File: src/rtl/hx8352_bus_writer.sv
// FIFO-buffered write-only 8080 bus engine for the HX8352 LCD.
// Ports: in_* valid/ready push, lcd_*/data_output bus, busy/fifo_level.
module hx8352_bus_writer #(
  parameter int DEPTH       = 16,
  parameter int SETUP_CYC   = 1,
  parameter int WR_LOW_CYC  = 2,
  parameter int WR_HIGH_CYC = 2,
  parameter int CS_IDLE_CYC = 4
) (
  input  logic                   clk,
  input  logic                   rst,
  input  logic                   in_valid,
  output logic                   in_ready,
  input  logic                   in_rs,
  input  logic [15:0]            in_data,
  output logic [15:0]            data_output,
  output logic                   lcd_rs,
  output logic                   lcd_wr,
  output logic                   lcd_rd,
  output logic                   lcd_cs,
  output logic                   busy,
  output logic [$clog2(DEPTH):0] fifo_level
);

  localparam int AW = $clog2(DEPTH);
  localparam int LW = AW + 1;
  localparam int CW = 16;

  typedef enum logic [2:0] {
    IDLE,
    SETUP,
    WR_LOW,
    WR_HIGH,
    CS_HOLD
  } state_t;

  typedef struct packed {
    logic        rs;
    logic [15:0] data;
  } word_t;

  word_t         mem [DEPTH];
  logic [AW-1:0] wptr;
  logic [AW-1:0] rptr;
  logic [LW-1:0] level;
  state_t        state;
  state_t        state_n;
  logic [CW-1:0] cnt;
  logic [CW-1:0] cnt_n;
  logic          push;
  logic          pop;
  logic          empty;
  logic          full;
  logic          done;

  assign empty      = (level == '0);
  assign full       = (level == LW'(DEPTH));
  assign in_ready   = !full && rst;
  assign push       = in_valid && in_ready;
  assign done       = (cnt == '0);
  assign busy       = !empty || (state != IDLE);
  assign fifo_level = level;
  assign lcd_rd     = 1'b1;

  // storage needs no reset; push is already gated by rst
  always_ff @(posedge clk) begin
    if (push) begin
      mem[wptr] <= '{rs: in_rs, data: in_data};
    end
  end

  always_ff @(posedge clk) begin
    if (!rst) begin
      wptr  <= '0;
      rptr  <= '0;
      level <= '0;
    end else begin
      if (push) begin
        wptr <= wptr + AW'(1);
      end
      if (pop) begin
        rptr <= rptr + AW'(1);
      end
      unique case ({push, pop})
        2'b10:   level <= level + LW'(1);
        2'b01:   level <= level - LW'(1);
        default: level <= level;
      endcase
    end
  end

  // each state loads cnt with its length-1 and leaves when it hits 0
  always_comb begin
    state_n = state;
    cnt_n   = done ? cnt : cnt - CW'(1);
    pop     = 1'b0;
    unique case (state)
      IDLE: begin
        if (!empty) begin
          pop     = 1'b1;
          state_n = SETUP;
          cnt_n   = CW'(SETUP_CYC - 1);
        end
      end
      SETUP: begin
        if (done) begin
          state_n = WR_LOW;
          cnt_n   = CW'(WR_LOW_CYC - 1);
        end
      end
      WR_LOW: begin
        if (done) begin
          state_n = WR_HIGH;
          cnt_n   = CW'(WR_HIGH_CYC - 1);
        end
      end
      WR_HIGH: begin
        if (done) begin
          if (!empty) begin
            pop     = 1'b1;
            state_n = SETUP;
            cnt_n   = CW'(SETUP_CYC - 1);
          end else begin
            state_n = CS_HOLD;
            cnt_n   = CW'(CS_IDLE_CYC - 1);
          end
        end
      end
      CS_HOLD: begin
        if (!empty) begin
          pop     = 1'b1;
          state_n = SETUP;
          cnt_n   = CW'(SETUP_CYC - 1);
        end else if (done) begin
          state_n = IDLE;
        end
      end
      default: begin
        state_n = IDLE;
      end
    endcase
  end

  // bus pins are registered from the next state so they move
  // on the same edge as the state change
  always_ff @(posedge clk) begin
    if (!rst) begin
      state       <= IDLE;
      cnt         <= '0;
      lcd_cs      <= 1'b1;
      lcd_wr      <= 1'b1;
      lcd_rs      <= 1'b0;
      data_output <= '0;
    end else begin
      state  <= state_n;
      cnt    <= cnt_n;
      lcd_cs <= (state_n == IDLE);
      lcd_wr <= (state_n != WR_LOW);
      if (pop) begin
        data_output <= mem[rptr].data;
        lcd_rs      <= mem[rptr].rs;
      end
    end
  end

endmodule
File: config.mk
export PLATFORM = sky130hd
export DESIGN_NAME = hx8352_bus_writer
export DESIGN_NICKNAME = d
export VERILOG_FILES = /design/src/rtl/hx8352_bus_writer.sv
export SDC_FILE = /design/constraint.sdc
export NUM_CORES = 1
export LEC_CHECK = 0
export ABC_AREA = 1
export BUFFER_PORTS_ARGS = -buffer_cell sky130_fd_sc_hd__buf_2
export CAP_MARGIN = 20
export CORE_AREA = 2 2 176 178
export CTS_BUF_LIST = sky130_fd_sc_hd__clkbuf_4
export DETAILED_ROUTE_END_ITERATION = 10
export DIE_AREA = 0 0 178 180
export GPL_TIMING_DRIVEN = 0
export SKIP_LAST_GASP = 1
export SLEW_MARGIN = 15
export SYNTH_ARGS = -nofsm -noshare
export SYNTH_HDL_FRONTEND = slang
export SYNTH_SLANG_ARGS = --single-unit
File: constraint.sdc
create_clock -name clk -period 3.9 [get_ports clk]
set_clock_uncertainty 0.1 [all_clocks]
set_input_delay 0.78 -clock clk [delete_from_list [all_inputs] [get_ports clk]]
set_output_delay 0.78 -clock clk [all_outputs]
set_load 0.02 [all_outputs]
==> results.json <==
{
  "synth.largest_area_cell": "edfxtp_1",
  "vdd_drop_max_mv": 0.3269,
  "synthMuxAreaShare": 0,
  "cts_hold_buffers": 0,
  "status": "finished, final reports clean",
  "cpMostUsedCell": "nand2_1",
  "rsz0062_at_grt": "false",
  "synth_top_family_by_area": "simple AND/OR/NAND/NOR gates",
  "path_buf_inv": 4,
  "async_reset_ff_frac": 0,
  "synth-adder-area-share": 0.01277,
  "synth_top_area_share": 0.6132,
  "nets": 1343,
  "p_switching_mw": 4.346,
  "ant_nets": 0,
  "startpoint_type": "flip-flop",
  "clock.fmax_mhz": 341.1,
  "gp_congestion": 0.8544,
  "cts_buffer_depth": 3,
  "period_share": 0.7517,
  "root_buffer": "clkbuf_4",
  "crit_slowest_cell": "fa_1",
  "cp-end-kind": "flip-flop",
  "tightest_slew_ps": 826.3,
  "cts.sinks": 323,
  "max_cap_viol_count": 0,
  "final_common_cell": "nor2_1",
  "routed_wl_microns": 36110,
  "slew_violations": 0,
  "final_area_sq_mm": 0.01530,
  "fin_cells": 1755,
  "port_buffers": 45,
  "final_cell_mix": "nor2_1 (282), edfxtp_1 (272), o21ai_0 (145)",
  "ioPinCount": 47,
  "htreeDepth": 3,
  "p_sw_frac": 0.3884,
  "layout_setup_ws_ps": 968.3,
  "synth_compound_area_frac": 0.1107,
  "slew_headroom": 0.4491,
  "ys.flop_type": "edfxtp_1",
  "fin_setup_tns_ps": 0,
  "combinationalPowerShare": 0.373,
  "setup_viol": 0,
  "crit_family": "simple AND/OR/NAND/NOR gates",
  "synth_edf_count": 272,
  "powerDensity_mw_per_mm2": 731.3,
  "synthesis.area_sq_mm": 0.01332,
  "cp.arrival_ps": 3380,
  "grt_pass1_wl_microns": 54080,
  "cp_cell_sequence": "inv_1, ha_1, nand2_1, nor2_4, nand4_2, nand2_4, buf_6, ha_1, inv_1, fa_1, inv_1, nand2_1, nand2_1, a21oi_1, nand2_1, nand2_1, o21ai_0, nor2_1",
  "die_w_microns": 178,
  "grt.overflow.total": 0,
  "clk_pin_slew_worst_paths_ps": 60,
  "cts_buffers": 84,
  "antenna_found_initial": 2,
  "insertion_delay_ps": 720,
  "num_rows": 64,
  "seq_area_frac_synth": 0.6898,
  "cts_resized": 0,
  "path_max_fanout": 10,
  "yosys.area_share.simple": 0.1411,
  "grt_max_degree": 18,
  "coreArea_sq_mm": 0.03019,
  "grt_pass1_vias": 9093,
  "die_h_microns": 180,
  "syn_nets": 1201,
  "dr.pass1.iters": 5,
  "postCtsSetupBuffers": 0,
  "syn_inst": 1168,
  "dp.cells": 1620,
  "synth_area_leaders": "edfxtp_1 (61%), nor2_1 (8.4%), dfxtp_1 (7.7%)",
  "vias_per_cell": 5.390,
  "ys_warn_count": 0,
  "grt_use_total": 0.2297,
  "drc": 0,
  "vias": 9460,
  "fp.dieArea_sq_mm": 0.03204,
  "post_dp_cell_area_sq_mm": 0.01426,
  "hp-class": "primary input to flip-flop",
  "post-place-ws_ps": 870.9,
  "min_period_ps": 2932,
  "p_clk_frac": 0.258,
  "dp_hpwl_microns": 24140,
  "wl_per_cell_microns": 20.58,
  "seq_power_share": 0.369,
  "hold_violations": 0,
  "cpPeakStageDelay_ps": 410,
  "required_ps": 4350,
  "drive_gt1_frac": 0.1811,
  "p_int_mw": 6.843,
  "cts_tree": "yes",
  "drt_iter0_drc": 786,
  "synthDistinctLibCells": 40,
  "ys_ff_latch": 323,
  "p_leak_nw": 5.483,
  "syn2layout_area_growth_pct": 14.87,
  "synth_xor_area_frac": 0.008548,
  "avgSynthCellArea_sq_um": 11.40,
  "worst-setup-path-type": "flip-flop to flip-flop",
  "start_util": 0.4412
}
==> through the flow <==
step	total power, mW	util	hold WS, ps
final	11.19	0.5068	349.1
after global routing	11.95	0.5068	302.8
after CTS	11.25	0.5068	288.4
after detailed placement	8.353	0.4725	401.8
after global placement	8.299	0.4651	395.6
after floorplan	7.033	-	371.7
==> cells in the mapped netlist (3+ instances only) <==
cell type,instances
dfxtp_1,51
clkbuf_2,3
o21ai_1,22
clkbuf_1,29
edfxtp_1,272
nor2_1,298
nand3_1,55
buf_6,5
ha_1,12
nor3_1,9
nand3b_1,3
nand4_1,4
o211ai_1,69
inv_1,37
xor2_1,8
buf_2,15
a21oi_1,20
o21ai_0,145
nand2_1,75
xnor2_1,5
buf_4,7
==> final cells by class <==
| type | count | area (sq um) |
|---|---|---|
| tap | 396 | 495.5 |
| buffer | 62 | 330.3 |
| inverter | 42 | 160.2 |
| fill | 2703 | 14890 |
| clock inverter | 11 | 111.4 |
| multi-input combinational | 741 | 3706 |
| sequential | 323 | 9189 |
| antenna | 1 | 2.502 |
| timing repair buffer | 56 | 382.9 |
| clock buffer | 123 | 923.4 |
==> final timing paths <==
kind / startpoint / end / slack (ps) / depth (start not counted)
worst max-delay path: cnt[0]$_SDFF_PN0_ / fifo_level[4]$_SDFFE_PN0P_ / 970 / 18
worst min-delay path: in_data[5] / mem[1][5]$_DFFE_PP_ / 350 / 1
worst max register to register: cnt[0]$_SDFF_PN0_ / fifo_level[4]$_SDFFE_PN0P_ / 970 / 18
worst min register to register: wptr[3]$_SDFFE_PN0P_ / wptr[3]$_SDFFE_PN0P_ / 420 / 2
==> routing by layer <==
layer  share of wire  global-route usage  wire (microns)  vias up
met2            0.47              0.3619           16920      435
li1                -                   -               -     4470
met3           0.090             0.05288            3249       64
met5               0                   0               0        -
met4           0.020             0.07443             738        0
met1            0.42              0.3152           15210     4491
==> logic make-up (layout without fill, tap and decap cells) <==
logic type / Yosys count / in the layout
buffers and inverters: 104 / 294
adders and majority gates: 13 / 13
xor gates and xnor gates: 13 / 13
DFF: 323 / 323
and+or+nand+nor: 456 / 456
AOI/OAI and AO/OA: 258 / 258
other: 1 / 2
==> power groups by stage <==
| stage | sequential (mW) | clock, mW | combinational, mW |
|---|---|---|---|
| floorplan | 4.27 | 0 | 2.77 |
| global placement | 4.20 | 0 | 4.10 |
| detailed placement | 4.19 | 0 | 4.16 |
| CTS | 4.12 | 2.96 | 4.17 |
| global route | 4.15 | 3.12 | 4.68 |
| finish | 4.13 | 2.89 | 4.17 |
==> sequential cells by signal (all words and copies together) (netlist names) <==
signal,flops
state,3
lcd_cs,1
cnt,16
wptr,4
fifo_level,5
lcd_wr,1
rptr,4
data_output,16
lcd_rs,1
mem,272
(Power assumes the default switching activity.)
